File: src/rtl/pix_assembler_if.sv
// Byte-in / pixel-out bus of the UART-to-pixel assembler.
// master drives received bytes and the enable; slave (the assembler) returns pixels and status.
interface pix_assembler_if #(
   parameter int PIX_W = 12,
   parameter int CNT_W = 17
);
   logic [7:0]       i_rx_data;
   logic             i_rx_done;
   logic             i_enable;
   logic [1:0]       o_state;
   logic [PIX_W-1:0] o_pix;
   logic             o_pix_valid;
   logic [CNT_W-1:0] o_pix_addr;
   logic [7:0]       o_check_code;
   logic             o_frame_done;
   logic             o_timeout_err;

   modport master (
      output i_rx_data, i_rx_done, i_enable,
      input  o_state, o_pix, o_pix_valid, o_pix_addr, o_check_code, o_frame_done, o_timeout_err
   );

   modport slave (
      input  i_rx_data, i_rx_done, i_enable,
      output o_state, o_pix, o_pix_valid, o_pix_addr, o_check_code, o_frame_done, o_timeout_err
   );
endinterface

File: src/rtl/pix_assembler.sv
// Packs BYTES_PER_PIX UART bytes (MSB-first) into pixels with frame address, check code and EOF pulse.
// Optional inter-byte timeout compiled in with `define PIX_ASM_TIMEOUT_EN.
module pix_assembler #(
   parameter int BYTES_PER_PIX = 2,
   parameter int PIX_W         = 12,
   parameter int FRAME_PIX     = 76800,
   parameter int CNT_W         = 17,
   parameter int TIMEOUT_CYC   = 50000
) (
   input  logic            i_clk_sys,
   input  logic            i_rst_n,
   pix_assembler_if.slave  bus
);

   localparam logic [1:0] ST_IDLE    = 2'b00;
   localparam logic [1:0] ST_COLLECT = 2'b01;
   localparam logic [1:0] ST_DONE    = 2'b10;

   localparam int IDX_W = 2;
   localparam int CAT_W = 8 * BYTES_PER_PIX;
   // Only the leading bytes need storage; the final byte is used straight off the bus.
   localparam int BUF_N = (BYTES_PER_PIX > 1) ? BYTES_PER_PIX - 1 : 1;

   generate
      if (BYTES_PER_PIX < 1 || BYTES_PER_PIX > 4) begin : g_bad_bpp
         $error("pix_assembler: BYTES_PER_PIX must be 1..4");
      end
      if (PIX_W < 1 || PIX_W > CAT_W) begin : g_bad_pixw
         $error("pix_assembler: PIX_W must be 1..8*BYTES_PER_PIX");
      end
      if (FRAME_PIX < 1 || (64'(1) << CNT_W) < 64'(FRAME_PIX)) begin : g_bad_frame
         $error("pix_assembler: FRAME_PIX must be >= 1 and fit in CNT_W bits");
      end
      if (TIMEOUT_CYC < 2) begin : g_bad_timeout
         $error("pix_assembler: TIMEOUT_CYC must be >= 2");
      end
   endgenerate

   logic [1:0]       state_reg, state_next;
   logic [IDX_W-1:0] idx_reg, idx_next;
   logic [CNT_W-1:0] cnt_reg, cnt_next;
   logic [7:0]       buf_reg [BUF_N];

   logic [PIX_W-1:0] pix_reg, pix_next;
   logic [CNT_W-1:0] addr_reg, addr_next;
   logic [7:0]       code_reg, code_next;
   logic             valid_reg, valid_next;
   logic             fdone_reg, fdone_next;
   logic             err_reg, err_next;

   logic [CAT_W-1:0] cat;
   logic [7:0]       first_byte;
   logic             accept;
   logic             last_byte;
   logic             frame_end;
   logic             expire;

   assign accept     = bus.i_enable && bus.i_rx_done && (state_reg != ST_DONE);
   assign last_byte  = (idx_reg == IDX_W'(BYTES_PER_PIX - 1));
   assign frame_end  = (cnt_reg == CNT_W'(FRAME_PIX - 1));
   assign first_byte = cat[CAT_W-1 -: 8];

   genvar gi;
   generate
      for (gi = 0; gi < BYTES_PER_PIX; gi++) begin : g_cat
         if (gi == BYTES_PER_PIX - 1) begin : g_live
            assign cat[8*(BYTES_PER_PIX-1-gi) +: 8] = bus.i_rx_data;
         end else begin : g_stored
            assign cat[8*(BYTES_PER_PIX-1-gi) +: 8] = buf_reg[gi];
         end
      end

      for (gi = 0; gi < BYTES_PER_PIX - 1; gi++) begin : g_buf
         always_ff @(posedge i_clk_sys or negedge i_rst_n) begin
            if (!i_rst_n) begin
               buf_reg[gi] <= '0;
            end else if (accept && idx_reg == IDX_W'(gi)) begin
               buf_reg[gi] <= bus.i_rx_data;
            end
         end
      end
   endgenerate

`ifdef PIX_ASM_TIMEOUT_EN
   localparam int TO_W = $clog2(TIMEOUT_CYC);

   logic [TO_W-1:0] to_reg, to_next;

   // Expiry is flagged on the cycle whose edge would bring the idle count to TIMEOUT_CYC;
   // a byte arriving in that cycle wins and restarts the count.
   always_comb begin
      to_next = '0;
      expire  = 1'b0;
      if (bus.i_enable && state_reg == ST_COLLECT && idx_reg != '0 && !bus.i_rx_done) begin
         if (to_reg == TO_W'(TIMEOUT_CYC - 1)) begin
            expire = 1'b1;
         end else begin
            to_next = to_reg + TO_W'(1);
         end
      end
   end

   always_ff @(posedge i_clk_sys or negedge i_rst_n) begin
      if (!i_rst_n) begin
         to_reg <= '0;
      end else begin
         to_reg <= to_next;
      end
   end
`else
   assign expire = 1'b0;
`endif

   always_comb begin
      state_next = state_reg;
      idx_next   = idx_reg;
      cnt_next   = cnt_reg;
      pix_next   = pix_reg;
      addr_next  = addr_reg;
      code_next  = code_reg;
      valid_next = 1'b0;
      fdone_next = 1'b0;
      err_next   = 1'b0;

      if (!bus.i_enable) begin
         // Disabling drops any partial pixel silently and restarts the frame.
         state_next = ST_IDLE;
         idx_next   = '0;
         cnt_next   = '0;
      end else if (state_reg == ST_DONE) begin
         state_next = ST_DONE;
      end else begin
         state_next = ST_COLLECT;
         if (accept) begin
            if (last_byte) begin
               idx_next   = '0;
               pix_next   = PIX_W'(cat >> (CAT_W - PIX_W));
               addr_next  = cnt_reg;
               code_next  = {first_byte[7], first_byte[4], first_byte[3], first_byte[0],
                             bus.i_rx_data[7], bus.i_rx_data[4], bus.i_rx_data[3], bus.i_rx_data[0]};
               valid_next = 1'b1;
               cnt_next   = cnt_reg + CNT_W'(1);
               if (frame_end) begin
                  fdone_next = 1'b1;
                  state_next = ST_DONE;
               end
            end else begin
               idx_next = idx_reg + IDX_W'(1);
            end
         end else if (expire) begin
            idx_next = '0;
            err_next = 1'b1;
         end
      end
   end

   always_ff @(posedge i_clk_sys or negedge i_rst_n) begin
      if (!i_rst_n) begin
         state_reg <= ST_IDLE;
         idx_reg   <= '0;
         cnt_reg   <= '0;
         pix_reg   <= '0;
         addr_reg  <= '0;
         code_reg  <= '0;
         valid_reg <= 1'b0;
         fdone_reg <= 1'b0;
         err_reg   <= 1'b0;
      end else begin
         state_reg <= state_next;
         idx_reg   <= idx_next;
         cnt_reg   <= cnt_next;
         pix_reg   <= pix_next;
         addr_reg  <= addr_next;
         code_reg  <= code_next;
         valid_reg <= valid_next;
         fdone_reg <= fdone_next;
         err_reg   <= err_next;
      end
   end

   assign bus.o_state       = state_reg;
   assign bus.o_pix         = pix_reg;
   assign bus.o_pix_valid   = valid_reg;
   assign bus.o_pix_addr    = addr_reg;
   assign bus.o_check_code  = code_reg;
   assign bus.o_frame_done  = fdone_reg;
   assign bus.o_timeout_err = err_reg;

endmodule

File: src/flat_wrapper.sv
// flat-port wrapper written by rule: the top's interface ports become plain ports
module pix_assembler_flat 
#(
   parameter int BYTES_PER_PIX = 2,
   parameter int PIX_W         = 12,
   parameter int FRAME_PIX     = 76800,
   parameter int CNT_W         = 17,
   parameter int TIMEOUT_CYC   = 50000
)
  (i_clk_sys, i_rst_n, bus_i_rx_data, bus_i_rx_done, bus_i_enable, bus_o_state, bus_o_pix, bus_o_pix_valid, bus_o_pix_addr, bus_o_check_code, bus_o_frame_done, bus_o_timeout_err);
  pix_assembler_if #(.PIX_W(PIX_W), .CNT_W(CNT_W)) bus_i ();
  input  logic i_clk_sys;
  input  logic i_rst_n;
  input wire logic [$bits(bus_i.i_rx_data)-1:0] bus_i_rx_data;
  input wire logic [$bits(bus_i.i_rx_done)-1:0] bus_i_rx_done;
  input wire logic [$bits(bus_i.i_enable)-1:0] bus_i_enable;
  output wire logic [$bits(bus_i.o_state)-1:0] bus_o_state;
  output wire logic [$bits(bus_i.o_pix)-1:0] bus_o_pix;
  output wire logic [$bits(bus_i.o_pix_valid)-1:0] bus_o_pix_valid;
  output wire logic [$bits(bus_i.o_pix_addr)-1:0] bus_o_pix_addr;
  output wire logic [$bits(bus_i.o_check_code)-1:0] bus_o_check_code;
  output wire logic [$bits(bus_i.o_frame_done)-1:0] bus_o_frame_done;
  output wire logic [$bits(bus_i.o_timeout_err)-1:0] bus_o_timeout_err;
  assign bus_i.i_rx_data = bus_i_rx_data;
  assign bus_i.i_rx_done = bus_i_rx_done;
  assign bus_i.i_enable = bus_i_enable;
  assign bus_o_state = bus_i.o_state;
  assign bus_o_pix = bus_i.o_pix;
  assign bus_o_pix_valid = bus_i.o_pix_valid;
  assign bus_o_pix_addr = bus_i.o_pix_addr;
  assign bus_o_check_code = bus_i.o_check_code;
  assign bus_o_frame_done = bus_i.o_frame_done;
  assign bus_o_timeout_err = bus_i.o_timeout_err;
  pix_assembler #(.BYTES_PER_PIX(BYTES_PER_PIX), .PIX_W(PIX_W), .FRAME_PIX(FRAME_PIX), .CNT_W(CNT_W), .TIMEOUT_CYC(TIMEOUT_CYC)) u_core (.i_clk_sys(i_clk_sys), .i_rst_n(i_rst_n), .bus(bus_i));
endmodule
File: config.mk
export PLATFORM = sky130hd
export DESIGN_NAME = pix_assembler_flat
export DESIGN_NICKNAME = d
export VERILOG_FILES = /design/src/rtl/pix_assembler_if.sv /design/src/rtl/pix_assembler.sv /design/src/flat_wrapper.sv
export SDC_FILE = /design/constraint.sdc
export NUM_CORES = 1
export LEC_CHECK = 0
export ABC_AREA = 1
export CAP_MARGIN = 20
export CELL_PAD_IN_SITES_DETAIL_PLACEMENT = 0
export CELL_PAD_IN_SITES_GLOBAL_PLACEMENT = 1
export CORE_ASPECT_RATIO = 0.8
export CORE_MARGIN = 3
export CORE_UTILIZATION = 35
export DETAILED_ROUTE_END_ITERATION = 10
export MAX_ROUTING_LAYER = met4
export PLACE_DENSITY_LB_ADDON = 0.2
export SLEW_MARGIN = 20
export SYNTH_ARGS = -nofsm -noshare
export SYNTH_HDL_FRONTEND = slang
export SYNTH_SLANG_ARGS = --single-unit
File: constraint.sdc
create_clock -name i_clk_sys -period 1.7 [get_ports i_clk_sys]
set_input_delay 0.17 -clock i_clk_sys [delete_from_list [all_inputs] [get_ports i_clk_sys]]
set_output_delay 0.17 -clock i_clk_sys [all_outputs]
set_load 0.01 [all_outputs]
[After elaboration in Yosys (flattened, before gate mapping)]
Index checks and enable logic that the tools add are counted.
Operators by class
  add/sub/neg operators: 2
  equality and inequality tests: 7
  mux-type cells: 22
  bitwise operators: 1
  reductions and logical operators: 7
Operators by type and width (count)
  2-to-1 mux 17 bit: 4
  2-to-1 mux 2 bit: 9
  adder 17 x 1 -> 17 bit (second input constant): 1
  == test 17 bit (second input constant): 1
  2-to-1 mux 1 bit: 9
  inequality test 2 x 1 -> 1 bit (second input constant): 2
  inequality test 2 bit (second input constant): 2
  AND reduction 4 bit: 1
  logical AND 1 bit: 3
  AND reduction 3 bit: 1
  adder 2 x 1 -> 2 bit (second input constant): 1
  == test 2 x 1 -> 1 bit (second input constant): 1
  == test 2 bit (second input constant): 1
  logical NOT 2 bit: 1
  AND reduction 2 bit: 1
  NOT 1 bit: 1
Storage, ports and cells
  flip-flop bits (word level): 68
  bits of input ports: 12
  logic and storage cells: 48

[Logic depth before layout (Yosys ltp)]
  depth in word-level cells: 6
  mapped depth: 9
  depth with buffers taken out: 9

[Worst setup path before layout]
Ideal clock, no wire load.
  path kind: register -> register
  start: reg u_core.cnt_reg[1]
  end: reg u_core.cnt_reg[16]
  setup time: 0.113 ns
  arrival time: 1.171 ns
  path slack: 0.416 ns
  cell stages (with the launch flop): 9
  path through: dfrtp_1 -> ha_1 -> nand2_1 -> nor2_2 -> nand2_1 -> nor2_1 -> nand3_1 -> nand2_1 -> inv_1
On the way
  longest elaborated chain between the ends: 5
RTL lines
  from (decl): line pix_assembler.sv:41  | logic [CNT_W-1:0] cnt_reg, cnt_next;
  from (signal assigned): line pix_assembler.sv:171  | cnt_reg <= cnt_next;
  adder 17 x 1 -> 17 bit: line pix_assembler.sv:142  | cnt_next = cnt_reg + CNT_W'(1);
  2-to-1 mux 17 bit: line pix_assembler.sv:135  | if (last_byte) begin
  2-to-1 mux 17 bit: line pix_assembler.sv:134  | if (accept) begin
  2-to-1 mux 17 bit: line pix_assembler.sv:130  | end else if (state_reg == ST_DONE) begin
  2-to-1 mux 17 bit: line pix_assembler.sv:125  | if (!bus.i_enable) begin
No other way between the ends. The select of a mux whose other input is x is not followed.
A chain may end at the register's enable or synchronous reset.

[Final worst setup path]
Ends and elaborated chain as after synthesis.

==> out/metrics.yaml <==
die:
  die_height_um: 87.96
  die-area_mm2: 0.009540
  die_width_um: 108.5
  fp.coreArea_mm2: 0.008055
  start_util: 0.3649
  floorplan.io_pins: 54
  num_rows: 29
layout:
  layout.cells.most_common: "nand2_1"
  post_route_cells_drive_above_1_share: 0.1140
  commonest_cells_after_routing_fill_and_taps_aside: "130 x nand2_1, 62 x dfrtp_1, 51 x clkdlybuf4s50_1"
  diodes: 0
  post_layout_nonfiller_instances: 538
  area_delta_synth_final_pct: 30.52
  final_net_count: 438
setup_path:
  critical_path_class: "flip-flop to flip-flop"
  crit_path_max_fanout: 5
  cp.arrival_ns: 1.73
  required_time_of_the_critical_path_ns: 1.94
  startpoint_type: "flip-flop"
  cp-end-kind: "flip-flop"
power:
  clkPwrFrac: 0.370
  power_switching_mw: 0.9919
  power_per_cell_area_mw_per_mm2: 1000
  power.ir.vdd_worst_mv: 0.5151
  p_leak_nw: 1.834
  fin_total_pwr_mw: 3.836
  comb_power_share: 0.181
  power.internal_mw: 2.845
  power.sequential.fraction: 0.450
  power_switching_share: 0.2585
run_status:
  run_status: "finished, final reports clean"
sta:
  setup_viol: 0
  fin_crit_sh: 0.8812
  finalMaxSlewViolations: 0
  hold_viol_final: 0
  maxClockFrequency_ghz: 0.6675
  fin_skew_ns: 0.009072
  final.min_clock_period_ns: 1.498
  rsz0062_at_grt: "no"
placement:
  dp.cells: 521
  port-buffer-count: 52
  dpl.hpwl_mm: 4.959
  place_congestion: 0.8485
global_routing:
  grt_overflow_total: 0
  grt_first_pass_wirelength_mm: 11.88
  antenna_found_initial: 0
  global_route.usage.total: 0.1686
  largest_net_degree_at_the_start_of_global_routing: 63
  number_of_global_route_vias_before_repair: 2312
job:
  drv.max_cap_violation_count: 0
routing:
  drt_iter0_drc: 114
  vias: 2420
  totalWireLength_mm: 6.861
  drtPass1Iterations: 4
  routed_wire_length_per_instance_um: 12.75
  avg_vias_per_cell: 4.498
  antenna_violating_nets_left: 0
  drc: 0
cts:
  clk_path_buf_depth: 2
  post_cts.resized_instances: 0
  clock_buffer_count_from_cts: 9
  path_clk_slew_ns: 0.07
  clkSinkCount: 62
  clock_tree.root_cell: "clkbuf_8"
  number_of_setup_buffers_added_after_cts: 0
  clk-insertion-delay-late_ns: 0.34
  cts.htree.levels: 3
  cts_tree: "built"
logic_synthesis:
  ys_types: 28
  post_synthesis_net_count: 377
  synth-seq-cells: 62
  total_of_warnings_raised_by_yosys: 0
  synthCells: 364
  ys_seq_area_frac: 0.5279
  synth_area_mm2: 0.002939
  post_synthesis_mean_instance_area_um2: 8.074
worst_hold_path:
  min_path_type: "input pin to asynchronous set/reset pin"
==> through the flow <==
stage | hold slack, ns | utilization | setup WS (ns) | cell area [um^2] | TNS (ns)
after floorplan | -0.1256 | - | 0.4165 | 2939 | 0
after global placement | 0.2113 | 0.4484 | -0.02953 | 3612 | -0.2661
after detailed placement | 0.2103 | 0.4484 | -0.02897 | 3612 | -0.1614
after CTS | 0.3713 | 0.4762 | 0.2048 | 3836 | 0
after global routing | 0.3875 | 0.4762 | 0.05171 | 3836 | 0
final | 0.3675 | 0.4762 | 0.2019 | 3836 | 0
==> worst max-delay path: stages, from the launching register on <==
cell	delay [ns]
dfrtp_1	0.39
ha_1	0.20
nand2_1	0.09
nor2_2	0.20
nand2_1	0.16
nor2_1	0.17
nand3_1	0.08
nand2_1	0.07
inv_1	0.03
==> logic make-up after synthesis <==
group / after synthesis / share of synthesized area
simple gates: 197 / 0.2903
flops: 62 / 0.5279
buf+inv: 61 / 0.09919
compound gates: 41 / 0.07407
xor+xnor: 1 / 0.002981
fa+ha+maj: 1 / 0.004256
other cells: 1 / 0.001276
==> synthesized netlist by cell type (all sizes together) <==
cell type	n	share of area
a21oi	4	0.0068
buf	15	0.040
o21bai	1	0.0026
ha	1	0.0043
nand2	133	0.17
nand4	2	0.0064
xor2	1	0.0030
nor2	36	0.053
o21ai	32	0.054
nor3	6	0.017
dfrtp	62	0.53
clkbuf	3	0.0038
conb	1	0.0013
o21a	4	0.010
nand3	20	0.042
inv	43	0.056
==> power groups by stage <==
stage	combinational [mW]	sequential, mW	clock (mW)
after floorplan	0.271	1.80	0
after global placement	0.704	1.75	0
after detailed placement	0.706	1.75	0
after CTS	0.709	1.73	1.46
after global routing	0.778	1.75	1.55
final	0.694	1.72	1.42
==> per-layer routing <==
layer | vias to the layer above | GRT usage | wire [um]
met4 | 0 | 0.04817 | 48
met1 | 1109 | 0.2471 | 3685
met5 | - | - | 0
li1 | 1241 | - | -
met3 | 7 | 0.04864 | 387
met2 | 63 | 0.2238 | 2739
==> cell type report <==
type	instances	area [um^2]
Clock buffer	10	127.6
Clock inverter	6	86.33
Fill cell	828	4219
Inverter	43	163.9
Multi-Input combinational cell	241	1096
Sequential cell	62	1551
Tap cell	108	135.1
Timing Repair Buffer	68	675.6
==> worst paths after layout <==
kind | from | endpoint | slack, ns | cells past startpoint
worst max-delay path | u_core.cnt_reg[1] | u_core.cnt_reg[16] | 0.20 | 8
worst min-delay path | i_rst_n | u_core.bus.o_check_code[0] | 0.37 | 3
worst max register to register | u_core.cnt_reg[1] | u_core.cnt_reg[16] | 0.20 | 8
worst min register to register | u_core.buf_reg[0] | u_core.bus.o_check_code[4] | 0.47 | 2
max in group asynchronous | i_rst_n | u_core.cnt_reg[1] | 1.05 | 3
min in group i_clk_sys | bus_i_rx_data[1] | u_core.buf_reg[1] | 0.39 | 3
==> what timing repair did <==
action,in CTS,in global routing
endpoints found under the hold margin,62,0
hold buffers,1,0
endpoints found under the setup margin,0,0
No activity file was read; power rests on OpenSTA's default activity.
